<file path="src/rtl/bat_loader_pkg.sv">
// -----------------------------------------------------------------------------
// bat_loader_pkg
// Shared definitions for the halt-mode program loader and the CPU top that
// will instantiate it: loader state encoding and RAM direction constants.
// Optional build macro: BAT_LOADER_VERIFY_READBACK_EN adds the VERIFY state.
// -----------------------------------------------------------------------------
package bat_loader_pkg;

  typedef enum logic [2:0] {
    ST_IDLE,
    ST_SETTLE,
    ST_ACCEPT,
    ST_WRITE,
`ifdef BAT_LOADER_VERIFY_READBACK_EN
    ST_VERIFY,
`endif
    ST_RELEASE
  } state_e;

  localparam logic MEM_RW_WRITE = 1'b1;
  localparam logic MEM_RW_READ  = 1'b0;

endpackage

</file>
<file path="src/rtl/bat_addr_counter.sv">
// -----------------------------------------------------------------------------
// bat_addr_counter
// Word counter for the loader. i_load clears the count and latches the target
// length; i_inc advances the count. o_tc_next flags that the next increment
// will reach the latched length.
// Ports:
//   i_clk, i_rst_n  clock, synchronous active-low reset
//   i_load, i_len   clear count / capture length
//   i_inc           increment count
//   o_cnt           current count (ADDR_W+1 bits)
//   o_tc_next       (o_cnt + 1) == latched length
// -----------------------------------------------------------------------------
module bat_addr_counter #(
  parameter int ADDR_W = 16
) (
  input  logic            i_clk,
  input  logic            i_rst_n,
  input  logic            i_load,
  input  logic [ADDR_W:0] i_len,
  input  logic            i_inc,
  output logic [ADDR_W:0] o_cnt,
  output logic            o_tc_next
);

  localparam logic [ADDR_W:0] ONE = {{ADDR_W{1'b0}}, 1'b1};

  logic [ADDR_W:0] r_cnt;
  logic [ADDR_W:0] r_len;
  logic [ADDR_W:0] w_cnt_inc;

  assign w_cnt_inc = r_cnt + ONE;

  // NOTE: sequential state is only ever assigned with <= so every flop
  // samples the pre-edge values of its neighbours.
  always_ff @(posedge i_clk) begin
    if (!i_rst_n) begin
      r_cnt <= '0;
      r_len <= '0;
    end else if (i_load) begin
      r_cnt <= '0;
      r_len <= i_len;
    end else if (i_inc) begin
      r_cnt <= w_cnt_inc;
    end
  end

  assign o_cnt     = r_cnt;
  assign o_tc_next = (w_cnt_inc == r_len);

endmodule

</file>
<file path="src/rtl/bat_debug_loader.sv">
// -----------------------------------------------------------------------------
// bat_debug_loader
// Halt-mode program loader: on START holds the CPU in HALT, accepts LEN words
// over a valid/ready stream and writes them to RAM from BASE_ADDR upwards,
// then pulses CPU_RST_REQ/DONE and releases HALT.
// Optional build macro: BAT_LOADER_VERIFY_READBACK_EN (read back and compare
// each word after writing it; mismatch sets ERR and ends the load).
// Ports:
//   CLK, RST             clock, synchronous active-low reset
//   START, LEN, ABORT    load control (LEN sampled on START)
//   S_VALID/S_READY/S_DATA  word stream
//   HALT                 CPU halt; RAM owned by loader while high
//   MEM_ADDR/WDATA/RDATA/RW/EN  RAM master
//   CPU_RST_REQ, DONE    one-cycle pulses at release
//   BUSY, ERR, WORD_CNT  status
// -----------------------------------------------------------------------------
module bat_debug_loader
  import bat_loader_pkg::*;
#(
  parameter int                DATA_W    = 16,
  parameter int                ADDR_W    = 16,
  parameter logic [ADDR_W-1:0] BASE_ADDR = '0
) (
  input  logic              CLK,
  input  logic              RST,
  input  logic              START,
  input  logic [ADDR_W:0]   LEN,
  input  logic              ABORT,
  input  logic              S_VALID,
  output logic              S_READY,
  input  logic [DATA_W-1:0] S_DATA,
  output logic              HALT,
  output logic [ADDR_W-1:0] MEM_ADDR,
  output logic [DATA_W-1:0] MEM_WDATA,
  input  logic [DATA_W-1:0] MEM_RDATA,
  output logic              MEM_RW,
  output logic              MEM_EN,
  output logic              CPU_RST_REQ,
  output logic              BUSY,
  output logic              DONE,
  output logic              ERR,
  output logic [ADDR_W:0]   WORD_CNT
);

  // One past the last addressable word; a load may end exactly here.
  localparam logic [ADDR_W+1:0] ADDR_SPACE = {2'b01, {ADDR_W{1'b0}}};

  state_e            r_state;
  state_e            w_next;
  logic              r_err;
  logic              r_done_err;
  logic [ADDR_W-1:0] r_mem_addr;
  logic [DATA_W-1:0] r_mem_wdata;

  logic              w_start;
  logic              w_range_err;
  logic [ADDR_W+1:0] w_end;
  logic              w_hs;
  logic              w_cnt_inc;
  logic              w_tc;

  assign w_start     = (r_state == ST_IDLE) && START;
  assign w_end       = {2'b00, BASE_ADDR} + {1'b0, LEN};
  assign w_range_err = (w_end > ADDR_SPACE);
  // ABORT wins over a simultaneous handshake, so the word is not taken.
  assign w_hs        = (r_state == ST_ACCEPT) && S_VALID && !ABORT;

`ifdef BAT_LOADER_VERIFY_READBACK_EN
  logic w_vfy_bad;
  logic r_abort_pend;
  assign w_vfy_bad = (r_state == ST_VERIFY) && (MEM_RDATA != r_mem_wdata);
  assign w_cnt_inc = (r_state == ST_VERIFY) && !w_vfy_bad;
`else
  logic w_unused_rdata;
  assign w_unused_rdata = ^MEM_RDATA;
  assign w_cnt_inc      = (r_state == ST_WRITE);
`endif

  bat_addr_counter #(
    .ADDR_W (ADDR_W)
  ) u_word_cnt (
    .i_clk     (CLK),
    .i_rst_n   (RST),
    .i_load    (w_start),
    .i_len     (LEN),
    .i_inc     (w_cnt_inc),
    .o_cnt     (WORD_CNT),
    .o_tc_next (w_tc)
  );

  always_ff @(posedge CLK) begin
    if (!RST) begin
      r_state     <= ST_IDLE;
      r_err       <= 1'b0;
      r_done_err  <= 1'b0;
      r_mem_addr  <= '0;
      r_mem_wdata <= '0;
`ifdef BAT_LOADER_VERIFY_READBACK_EN
      r_abort_pend <= 1'b0;
`endif
    end else begin
      r_state    <= w_next;
      r_done_err <= w_start && w_range_err;
      if (w_start) begin
        r_err <= w_range_err;
      end
`ifdef BAT_LOADER_VERIFY_READBACK_EN
      else if (w_vfy_bad) begin
        r_err <= 1'b1;
      end
      // An ABORT seen during WRITE is honoured once the read-back finishes.
      r_abort_pend <= (r_state == ST_WRITE) && ABORT;
`endif
      // Address and data are captured at the handshake and held afterwards.
      if (w_hs) begin
        r_mem_addr  <= BASE_ADDR + WORD_CNT[ADDR_W-1:0];
        r_mem_wdata <= S_DATA;
      end
    end
  end

  always_comb begin
    // NOTE: defaults first so no path through the case can infer a latch.
    w_next      = r_state;
    S_READY     = 1'b0;
    MEM_EN      = 1'b0;
    MEM_RW      = MEM_RW_READ;
    CPU_RST_REQ = 1'b0;
    unique case (r_state)
      ST_IDLE: begin
        if (START && !w_range_err) begin
          w_next = (LEN == '0) ? ST_RELEASE : ST_SETTLE;
        end
      end
      ST_SETTLE: begin
        w_next = ABORT ? ST_RELEASE : ST_ACCEPT;
      end
      ST_ACCEPT: begin
        S_READY = 1'b1;
        if (ABORT) begin
          w_next = ST_RELEASE;
        end else if (S_VALID) begin
          w_next = ST_WRITE;
        end
      end
      ST_WRITE: begin
        MEM_EN = 1'b1;
        MEM_RW = MEM_RW_WRITE;
`ifdef BAT_LOADER_VERIFY_READBACK_EN
        w_next = ST_VERIFY;
      end
      ST_VERIFY: begin
        MEM_EN = 1'b1;
        w_next = (w_vfy_bad || w_tc || ABORT || r_abort_pend) ? ST_RELEASE : ST_ACCEPT;
      end
`else
        w_next = (w_tc || ABORT) ? ST_RELEASE : ST_ACCEPT;
      end
`endif
      ST_RELEASE: begin
        CPU_RST_REQ = 1'b1;
        w_next      = ST_IDLE;
      end
      default: begin
        w_next = ST_IDLE;
      end
    endcase
  end

  assign HALT      = (r_state != ST_IDLE);
  assign BUSY      = (r_state != ST_IDLE);
  assign DONE      = CPU_RST_REQ || r_done_err;
  assign ERR       = r_err;
  assign MEM_ADDR  = r_mem_addr;
  assign MEM_WDATA = r_mem_wdata;

endmodule

</file>
<file path="config.mk">
export PLATFORM = sky130hd
export DESIGN_NAME = bat_debug_loader
export DESIGN_NICKNAME = d
export VERILOG_FILES = /design/src/rtl/bat_loader_pkg.sv /design/src/rtl/bat_addr_counter.sv /design/src/rtl/bat_debug_loader.sv
export SDC_FILE = /design/constraint.sdc
export NUM_CORES = 1
export LEC_CHECK = 0
export ABC_AREA = 1
export ABC_CLOCK_PERIOD_IN_PS = 4530
export BUFFER_PORTS_ARGS = -buffer_cell sky130_fd_sc_hd__buf_2
export CORE_ASPECT_RATIO = 0.75
export CORE_MARGIN = 2
export CORE_UTILIZATION = 54
export CTS_CLUSTER_SIZE = 14
export DETAILED_ROUTE_END_ITERATION = 12
export PLACE_DENSITY = 0.81
export SYNTH_ARGS = -nofsm -noshare
export SYNTH_HDL_FRONTEND = slang
export SYNTH_SLANG_ARGS = --single-unit
</file>
<file path="constraint.sdc">
create_clock -name CLK -period 4.53 [get_ports CLK]
set_input_delay 0.2265 -clock CLK [delete_from_list [all_inputs] [get_ports CLK]]
set_output_delay 0.2265 -clock CLK [all_outputs]
set_load 0.02 [all_outputs]
</file>
-- Word-level counts from Yosys, hierarchy flattened
Index checks and enable logic that the tools add are counted.
- output and inout bits: 57
- bits in latches: 0
- ROM bits: 0
- memories kept: 0
- bits in writable memories: 0
- word-level logic and storage cells: 41
- register bits after elaboration: 71
- bitwise operators: 1
- muxes and demuxes: 10
- add/subtract/negate cells: 1
- eq/ne operators: 7
- multiply operators: 0
- divide/modulo/power cells: 0
- reduce and logical (&&, ||, !) cells: 14
- shift-type cells: 0
- order comparisons: 1
- operator list (kind ; count):
    3-bit 2-to-1 mux ; 6
    17-bit by 1-bit adder with 17-bit output, second input constant ; 1
    17-bit equality test ; 1
    17-bit > comparator, second input constant ; 1
    17-bit logical NOT ; 1
    3-bit case mux with 4 select lines ; 1
    3-bit by 2-bit equality test with 1-bit output, second input constant ; 2
    1-bit logical AND ; 5
    3-bit by 1-bit equality test with 1-bit output, second input constant ; 1
    3-bit equality test, second input constant ; 1
    3-bit logical NOT ; 1
    1-bit 2-to-1 mux ; 3
    3-bit != test, second input constant ; 1
    3-bit nonzero test ; 1
    1-bit logical NOT ; 2
    1-bit logical OR ; 2
    2-bit by 1-bit != test with 1-bit output, second input constant ; 1
    2-bit AND reduction ; 1
    2-bit OR reduction ; 1
    1-bit NOT ; 1

-- Depth between registers and ports, before layout
Gate-level depths: netlist of run 1.
- depth in word-level cells: 5
- depth in mapped cells: 16
- mapped depth without buffers: 16

-- Cells and area by module
A second synthesis of run 1 with hierarchy kept.
- cells, all modules: 513
- area total of the unflattened synthesis: 3548.4 um^2
- modules (own cells, without submodules) (module ; area each (um^2) ; cells each ; seq. area each (um^2) ; instances):
    bat_addr_counter ; 1968.1 ; 305 ; 680.7 ; 1
    bat_debug_loader ; 1580.3 ; 208 ; 740.7 ; 1

-- Least setup slack after synthesis of run 1
No wires, ideal clock.
- path type: reg-to-reg
- start: register u_word_cnt.r_cnt[0] (netlist: u_word_cnt.o_cnt[0])
- end: register r_state[1]
- data required time: 4421 ps
- clock period less this slack: 1972 ps
- slack: 2558 ps
- cell stages (with the launch flop): 17
- arrival time: 1863 ps
- setup time: 109 ps
- cells stage by stage: dfxtp_1 -> ha_1 -> nand2_1 -> nor2_4 -> nand2_1 -> nand2_1 -> nand2_1 -> nand2_1 -> nand2_1 -> nor2_1 -> nand2_1 -> nor2_1 -> nand3_1 -> nand3_1 -> nand3_1 -> nand2_1 -> inv_1
- cells in the longest elaborated chain, start to end: 5
- ends and longest elaborated chain (what ; line ; RTL):
    start: declaration ; bat_addr_counter.sv:27 ; logic [ADDR_W:0] r_cnt;
    start signal: assignment ; bat_addr_counter.sv:43 ; r_cnt <= w_cnt_inc;
    17-bit by 1-bit adder with 17-bit output ; bat_addr_counter.sv:31 ; assign w_cnt_inc = r_cnt + ONE;
    17-bit equality test ; bat_addr_counter.sv:48 ; assign o_tc_next = (w_cnt_inc == r_len);
    1-bit logical OR ; bat_debug_loader.sv:157 ; w_next = (w_tc || ABORT) ? ST_RELEASE : ST_ACCEPT;
    3-bit 2-to-1 mux ; bat_debug_loader.sv:157 ;
    3-bit case mux with 4 select lines ; bat_debug_loader.sv:129 ; unique case (r_state)
    end signal: assignment ; bat_debug_loader.sv:102 ; r_state <= w_next;
    end: declaration ; bat_debug_loader.sv:48 ; state_e r_state;
No other way between the ends.
A chain may end at the register's enable or synchronous reset.

-- Final worst setup path of run 1
- start: register r_state[0]
- end: register u_word_cnt.r_cnt[15] (netlist: u_word_cnt.o_cnt[15])
- cells in the longest elaborated chain, start to end: 3
- ends and longest elaborated chain (what ; line ; RTL):
    3-bit logical NOT ; bat_debug_loader.sv:62 ; assign w_start = (r_state == ST_IDLE) && START;
    1-bit logical AND ; bat_debug_loader.sv:62 ;
    2-bit OR reduction (no line) ; - ;
Parallel ways exist; a longest one is shown, timed or not.

==> flow_metrics.tcl, run 1 <==
set metrics [dict create \
    outcome "completed" \
    worstSetupStartpointType "register" \
    drc 0 \
    p_switching_uw 359.3 \
    layout_commonest_cell "nand2_1" \
    holdWs_ns 0.1363 \
    synth_edf_count 0 \
    dr.pass1.iters 7 \
    period_needed_ns 2.432 \
    pwr-share-comb_pct 11.5 \
    cts.clk_slew.worst_paths_ns 0.08 \
    drt-initial-drc-count 283 \
    wl_met1_mm 4.158 \
    post-place-ws_ns 2.192 \
    required_ns 4.77 \
    maxSlewViolCount 0 \
    synth_nets 553 \
    clock.fmax_mhz 411.3 \
    hold_depth 3 \
    fin_tns_setup_ns 0 \
    synth_area_leaders "dfxtp_1, nand2_1, nand3_1, inv_1, a21oi_1" \
    slowest_delay_ns 0.64 \
    reg2reg_depth 8 \
    cts_buffers 9 \
    ys_seq_elements 71 \
    cts-root-buf "clkbuf_8" \
    finClkSkew_ns 0.009942 \
    routed_wl_mm 9.259 \
    die_area_um2 6938 \
    ys_async_sr_fraction_pct 0 \
    gp_congestion 0.9024 \
    finalCritPeriodShare_pct 53.68 \
    pin_count 111 \
    postCtsSetupBuffers 0 \
    grt_pass1_wl_mm 14.76 \
    worstSetupPathType "register to register" \
    ys.flop_type "dfxtp_1" \
    tightest_slew_ns 1.044 \
    cp_cell_sequence "inv_1 -> nand2_1 -> nor2_1 -> nand2_1 -> nand2_1 -> inv_1 -> o211ai_1 -> inv_1" \
    htreeDepth 3 \
    slowest_stage "nand2_1" \
    powerDensity_nw_per_um2 321.6 \
    ys_warn_count 0 \
    yosysTopAreaCell "dfxtp_1" \
    seqPwrFrac_pct 50.1 \
    top_layer "met4" \
    grt_usage_pct 27.24 \
    layout.nets 638 \
    yosys.area_share.xor_xnor_pct 1.955 \
    setup_violations 0 \
    viasPerCell 5.423 \
    io_buffers 94 \
    clk_latency_ns 0.35 \
    rsz0062_at_grt "no" \
    synthMuxAreaShare_pct 0 \
    clkPwrFrac_pct 38.4 \
    die_h_um 72.64 \
    leakagePower_nw 1.900 \
    diodes 0 \
    switching_share_pct 27.36 \
    cts.sinks 71 \
    ys_types 27 \
    crit_fanout 22 \
    syn_avg_cell_area_um2 6.811 \
    fill_cells 527 \
    vdd_ir_drop_max_mv 0.2199 \
    cap_violations 0 \
    area_delta_synth_final_pct 20.40 \
    core_um2 5946 \
    syn_inst 498 \
    wl_per_cell_um 13.90 \
    multi_input_area_um2 1620 \
    vias 3612 \
    ant_nets 0 \
    wl_met3_um 788 \
    fp.dieW_um 95.52 \
    clock_path_buffers 2 \
    synthAdderAreaFrac_pct 0.3689 \
    ys_seq_area_share_pct 41.90 \
    synth_top_area_share_pct 41.90 \
    grt_max_degree 35 \
    slew_headroom_pct 30.25 \
    fin_ws_ns 2.098 \
    rows 24 \
    hold_buffers 0 \
    regArea_um2 1421 \
    synth_simple_gate_area_share_pct 31.94 \
    crit_arrival_ns 2.67 \
    finalPower_mw 1.313 \
    hold_class "input port to register" \
    synth_compound_area_share_pct 13.28 \
    cts_tree "done" \
    dpl.hpwl_mm 6.617 \
    hold_viol 0 \
    syn_area_um2 3392 \
    wl_met2_mm 4.225 \
    final_area_um2 4084 \
    place_area_um2 3887 \
    power.internal_uw 953.9 \
    grt_pass1_vias 3300 \
    cts.repair.resized 0 \
    final_cell_mix "nand2_1, buf_2, nand3_1, dfxtp_1, inv_1" \
    drive_gt1_share_pct 20.92 \
    grt_overflow_total 0 \
    synth_top_family_by_area "simple AND/OR/NAND/NOR gates" \
    start_util_pct 57.05 \
    end_kind "register" \
    grt_antenna_before_repair 0 \
]
## registers in the layout (all words and copies together), names as in the netlist
register / flops
u_word_cnt.o_cnt: 17
u_word_cnt.r_len: 17
MEM_ADDR: 16
MEM_WDATA: 16
r_state: 3
ERR: 1
r_done_err: 1
## cell families after synthesis
kind of cell / after synthesis
simple gates: 244
buf+inv: 92
compound gates: 84
flops: 71
xor+xnor: 6
fa+ha+maj: 1
## path summary, 6_finish.rpt
path	startpoint	endpoint	slack, ns
hold reg to reg	MEM_WDATA[10]	MEM_WDATA[10]	0.46
setup / recovery	r_state[0]	u_word_cnt.o_cnt[15]	2.10
setup reg to reg	r_state[0]	u_word_cnt.o_cnt[15]	2.10
hold / removal	LEN[3]	u_word_cnt.r_len[3]	0.14
## synth_stat cells (all sizes together) (4+ instances only)
cell,number
nand4,6
o21ai,21
a21oi,45
o211ai,6
clkbuf,15
nor4,4
nand3,74
buf,7
dfxtp,71
nand2,119
nor2,33
inv,70
o22ai,12
## power groups by stage
stage	combinational [mW]	clock [mW]	sequential, mW
2_1_floorplan	0.0972	0	0.674
3_3_place_gp	0.145	0	0.672
3_5_place_dp	0.148	0	0.673
4_1_cts	0.149	0.511	0.658
5_1_grt	0.168	0.536	0.661
6_report	0.151	0.504	0.658
## worst max-delay path, delay by kind of cell (launching register included)
family / cells / cell delay [ns]
AO/OA/AOI/OAI: 1 / 0.24
buffers and inverters: 3 / 0.68
flip-flops: 1 / 0.33
AND/OR/NAND/NOR: 4 / 1.08
## area by class of cell
| type | instances | area share (%) |
|---|---|---|
| Multi-Input combinational cell | 335 | 39.68 |
| Sequential cell | 71 | 34.80 |
| Timing Repair Buffer | 96 | 11.89 |
| Inverter | 70 | 6.434 |
| Clock buffer | 10 | 3.125 |
| Tap cell | 78 | 2.390 |
| Clock inverter | 6 | 1.685 |
## metrics by stage
stage               utilization [%]  std cells
floorplan                         -        498
global placement              65.38        650
detailed placement            65.38        650
CTS                           68.69        666
global route                  68.69        666
finish                        68.69        666
## per-layer routing
metal,vias to the layer above,track usage [%]
met2,151,44.76
met4,0,6.825
met5,-,0
li1,1791,-
met1,1661,35.68
met3,9,7.748
Note: power is estimated with default switching activity, not from simulation.
==> inputs of run 2 (changes only) <==
- ABC_AREA: 1 -> 0
- ABC_CLOCK_PERIOD_IN_PS: 4530 -> 2400
- CORE_UTILIZATION: 54 -> 50
- PLACE_DENSITY: 0.81 -> 0.76
- clock period: 4.53 -> 2.4 ns (I/O delays scaled with it)
==> run 2 against run 1 <==
Sequential share of layout area down 1.3 points; sequential cell count unchanged; maximum frequency rose by 12%; clock skew barely moved; first-iteration DRC count fell by 45%; global-route usage decreased by 4.5 points; synthesized cell count is 22% lower; wire length down 12%; total power grew 95%; critical path type unchanged; critical endpoint is now r_state[1].
==> flow_metrics.tcl, run 2 <==
set metrics [dict create \
    die_area_um2 7290 \
    yosys-top-cells-count "nand2_1, dfxtp_1, a21boi_0, nor2_1, xnor2_1" \
    clk_latency_ns 0.35 \
    fill_cells 547 \
    clock.fmax_mhz 460.2 \
    syn_avg_cell_area_um2 8.526 \
    maxSlewViolCount 0 \
    gp_congestion 0.8597 \
    finalPower_mw 2.557 \
    cts.clk_slew.worst_paths_ns 0.07 \
    layout.nets 550 \
    multi_input_area_um2 1720 \
    setup_violations 0 \
    drive_gt1_share_pct 27.20 \
    clkPwrFrac_pct 42.2 \
    slowest_stage "dfxtp_1" \
    fin_tns_setup_ns 0 \
    synth_area_leaders "dfxtp_1, nand2_1, xnor2_1, a21boi_0, a22o_1" \
    grt_antenna_before_repair 0 \
    hold_buffers 14 \
    yosysTopAreaCell "dfxtp_1" \
    hold_depth 3 \
    finalCritPeriodShare_pct 90.55 \
    powerDensity_nw_per_um2 602.8 \
    grt_overflow_total 0 \
    synth_top_area_share_pct 42.97 \
    syn_inst 388 \
    cts_tree "done" \
    end_kind "register" \
    worstSetupPathType "register to register" \
    rsz0062_at_grt "no" \
    p_switching_uw 593.0 \
    ys_types 48 \
    vias 3065 \
    finClkSkew_ns 0.009576 \
    cts.repair.resized 0 \
    outcome "completed" \
    regArea_um2 1421 \
    area_delta_synth_final_pct 28.21 \
    dpl.hpwl_mm 5.846 \
    cp_cell_sequence "nand4_1 -> or3_1 -> a211o_1 -> a22oi_1 -> o21ai_1 -> o21a_1" \
    fp.dieW_um 97.93 \
    viasPerCell 5.275 \
    die_h_um 74.45 \
    ys_async_sr_fraction_pct 0 \
    diodes 0 \
    switching_share_pct 23.19 \
    leakagePower_nw 1.817 \
    grt_usage_pct 22.78 \
    reg2reg_depth 6 \
    pwr-share-comb_pct 9.3 \
    ant_nets 0 \
    grt_max_degree 33 \
    cts-root-buf "clkbuf_8" \
    rows 25 \
    worstSetupStartpointType "register" \
    required_ns 2.64 \
    wl_per_cell_um 14.10 \
    synth_edf_count 0 \
    tightest_slew_ns 0.6783 \
    hold_viol 0 \
    htreeDepth 3 \
    core_um2 6350 \
    period_needed_ns 2.173 \
    seqPwrFrac_pct 48.6 \
    power.internal_mw 1.964 \
    crit_fanout 8 \
    io_buffers 94 \
    postCtsSetupBuffers 0 \
    cap_violations 0 \
    synth_nets 443 \
    final_cell_mix "buf_2, nand2_1, dfxtp_1, nor2_1, a21boi_0" \
    hold_class "input port to register" \
    ys.flop_type "dfxtp_1" \
    start_util_pct 52.10 \
    ys_seq_elements 71 \
    drt-initial-drc-count 156 \
    routed_wl_mm 8.192 \
    vdd_ir_drop_max_mv 0.5248 \
    dr.pass1.iters 4 \
    synthMostInstantiatedCell "nand2_1" \
    layout_commonest_cell "buf_2" \
    slowest_delay_ns 0.52 \
    syn_area_um2 3308 \
    ys_warn_count 0 \
    grt_pass1_wl_mm 12.96 \
    slew_headroom_pct 54.67 \
    cts_buffers 9 \
    drc 0 \
    clock_path_buffers 2 \
    pin_count 111 \
    crit_arrival_ns 2.41 \
    cts.sinks 71 \
    ys_seq_area_share_pct 42.97 \
    grt_pass1_vias 2635 \
]
## run 2: cell types whose count changed in the layout (fill, tap and decap cells not counted), moves of 12 or more
cell,delta
inv_1,-67
nand3_1,-64
a21oi_1,-39
nand2_1,-36
a21boi_0,+22
xnor2_1,+19
a22o_1,+17
buf_4,+15
dlygate4sd3_1,+15
o22ai_1,-12
## run 2: critical path: cells and delay by family (launching register included)
kind	cells	cell delay, ns
AOI/OAI and AO/OA	4	0.85
DFF	1	0.52
and+or+nand+nor	2	0.70
## run 2: area by class of cell
type	instances	share of cell area, %
Inverter	5	0.4425
Clock inverter	5	1.888
Timing Repair Buffer	126	17.64
Tap cell	81	2.389
Sequential cell	71	33.51
Clock buffer	11	3.569
Multi-Input combinational cell	282	40.56
## run 2: worst paths after layout
| path | startpoint | to | slack (ns) |
|---|---|---|---|
| setup / recovery | u_word_cnt.o_cnt[11] | r_state[1] | 0.23 |
| hold / removal | S_DATA[9] | MEM_WDATA[9] | 0.01 |
| hold reg to reg | MEM_ADDR[9] | MEM_ADDR[9] | 0.45 |
| setup reg to reg | u_word_cnt.o_cnt[11] | r_state[1] | 0.23 |
## run 2: power by group through the flow
stage	clock network (mW)	registers [mW]	logic [mW]
floorplan	0	1.26	0.146
global placement	0	1.27	0.211
detailed placement	0	1.27	0.214
CTS	1.10	1.24	0.232
global route	1.15	1.24	0.258
finish	1.08	1.24	0.237
## run 2: through the flow
step | cell area, um2 | instances | worst slack [ns] | util, % | hold WS, ns
CTS | 4232 | 580 | 0.2374 | 66.64 | 0.0004246
global placement | 3860 | 550 | 0.2853 | 60.79 | 0.3439
detailed placement | 3860 | 550 | 0.2590 | 60.79 | 0.3499
finish | 4242 | 581 | 0.2269 | 66.80 | 0.01341
global route | 4242 | 581 | 0.01333 | 66.80 | 0.003760
floorplan | 3308 | 388 | 0.08019 | - | 0.2457
## run 2: metal layers
layer  share of wire, %  up-vias  track usage, %
met1                 48     1397           30.91
li1                   -     1549               -
met2                 44      113           35.46
met3                7.8        6           7.519
met4               0.85        0           6.019
met5                  0        -               0
## run 2: cells by family (layout without fill, tap and decap cells)
kind of cell / Yosys count / count (layout) / share of synthesized area [%]
DFF: 71 / 71 / 42.97
xor gates and xnor gates: 33 / 33 / 8.737
buffers and inverters: 35 / 147 / 5.030
and+or+nand+nor: 168 / 168 / 25.30
AOI/OAI and AO/OA: 80 / 80 / 17.59
adders and majority gates: 1 / 1 / 0.3782
==> inputs of run 3 (changes only) <==
- CORE_MARGIN: 2 -> not set
- RECOVER_POWER: not set -> 50
==> run 3 against run 2 <==
Sequential power about the same; maximum frequency grew 0.55%; largest cell class unchanged; critical path type unchanged; worst hold slack got worse by 0.0013 ns.
==> flow_metrics.tcl, run 3 (same netlist as run 2, synthesis figures left out) <==
set metrics [dict create \
    htreeDepth 3 \
    vdd_ir_drop_max_mv 0.3851 \
    die_area_um2 6949 \
    grt_max_degree 34 \
    clock_path_buffers 2 \
    cts.clk_slew.worst_paths_ns 0.08 \
    layout_commonest_cell "nand2_1" \
    tightest_slew_ns 0.6633 \
    grt_pass1_vias 2656 \
    leakagePower_nw 1.588 \
    finClkSkew_ns 0.01385 \
    wl_per_cell_um 14.22 \
    vias 3031 \
    required_ns 2.66 \
    area_delta_synth_final_pct 25.45 \
    gp_congestion 0.9066 \
    die_h_um 72.45 \
    viasPerCell 5.226 \
    routed_wl_mm 8.249 \
    outcome "completed" \
    powerDensity_nw_per_um2 614.7 \
    diodes 0 \
    start_util_pct 52.10 \
    cap_violations 0 \
    dp_cells 550 \
    finalCritPeriodShare_pct 90.05 \
    grt_antenna_before_repair 0 \
    pin_count 111 \
    fin_tns_setup_ns 0 \
    hold_class "input port to register" \
    period_needed_ns 2.161 \
    crit_arrival_ns 2.42 \
    fp.dieW_um 95.93 \
    io_buffers 94 \
    layout.nets 549 \
    final_cell_mix "nand2_1, dfxtp_1, clkbuf_1, buf_2, a21boi_0" \
    grt_pass1_wl_mm 13.08 \
    ant_nets 0 \
    drt-initial-drc-count 254 \
    crit_fanout 4 \
    post-route-util_pct 65.36 \
    maxSlewViolCount 0 \
    grt_usage_pct 24.91 \
    cts.sinks 71 \
    clk_latency_ns 0.36 \
    finalNonFillerCells 580 \
    dpl.hpwl_mm 5.833 \
    drive_gt1_share_pct 16.63 \
    clock.fmax_mhz 462.7 \
    worstSetupStartpointType "register" \
    rows 25 \
    end_kind "register" \
    setup_violations 0 \
    hold_viol 0 \
    reg2reg_depth 7 \
    dr.pass1.iters 4 \
    worstSetupPathType "register to register" \
    cts_buffers 9 \
    grt_overflow_total 0 \
    rsz0062_at_grt "no" \
    core_um2 6350 \
    cts_tree "done" \
    cts-root-buf "clkbuf_8" \
    hold_depth 3 \
    drc 0 \
    slew_headroom_pct 55.78 \
]
[run 3: final cells by class]
| type | count | area, um2 |
|---|---|---|
| multi-input cells | 282 | 1727 |
| repair buffers | 125 | 658.1 |
| flip-flops and latches | 71 | 1421 |
| clock buffers | 13 | 158.9 |
| well taps | 81 | 101.3 |
| fillers | 553 | 2200 |
| clock inverters | 3 | 65.06 |
| inverters | 5 | 18.77 |
[run 3: path summary, 6_finish.rpt]
path                       startpoint  slack, ns            end
setup / recovery  u_word_cnt.o_cnt[1]       0.24     r_state[1]
hold reg to reg           MEM_ADDR[4]       0.45    MEM_ADDR[4]
hold / removal             S_DATA[12]       0.01  MEM_WDATA[12]
setup reg to reg  u_word_cnt.o_cnt[1]       0.24     r_state[1]
[run 3: timing repair]
action                     4_1_cts  5_1_grt
setup endpoints to repair        0        1
hold buffers                    14        0
setup buffers                    0        0
hold endpoints to repair        14        0
gates resized for setup          0        1
[run 3: metrics by stage]
stage	worst slack [ns]	area (um2)	total power [mW]	hold WS (ns)
final	0.2387	4150	2.551	0.01212
after global routing	0.04295	4150	2.645	0.007372
after CTS	0.1891	4224	2.563	0.004491
after detailed placement	0.2120	3860	1.482	0.3502
after global placement	0.2998	3860	1.476	0.3426
after floorplan	0.08019	3308	1.405	0.2457
[run 3: power by group]
group          total (mW)  internal [mW]  switching, mW  leakage [nW]
Combinational       0.231          0.109          0.122         0.899
Clock                1.08          0.642          0.437         0.114
Sequential           1.24           1.21         0.0315         0.575
[run 3: layer usage]
layer | wire length [um] | track usage (%) | up-vias | part of all wire [%]
li1 | - | - | 1553 | -
met1 | 3998 | 34.57 | 1378 | 48
met2 | 3634 | 37.22 | 88 | 44
met3 | 517 | 6.289 | 12 | 6.3
met4 | 97 | 9.453 | 0 | 1.2
met5 | 0 | 0 | - | 0
[run 3: critical path, stage by stage (launching register included)]
cell	delay, ns
dfxtp_1	0.35
ha_1	0.19
nand4_1	0.21
nor3_1	0.29
xnor2_1	0.16
o2111ai_1	0.14
or4_1	0.53
o21a_1	0.19
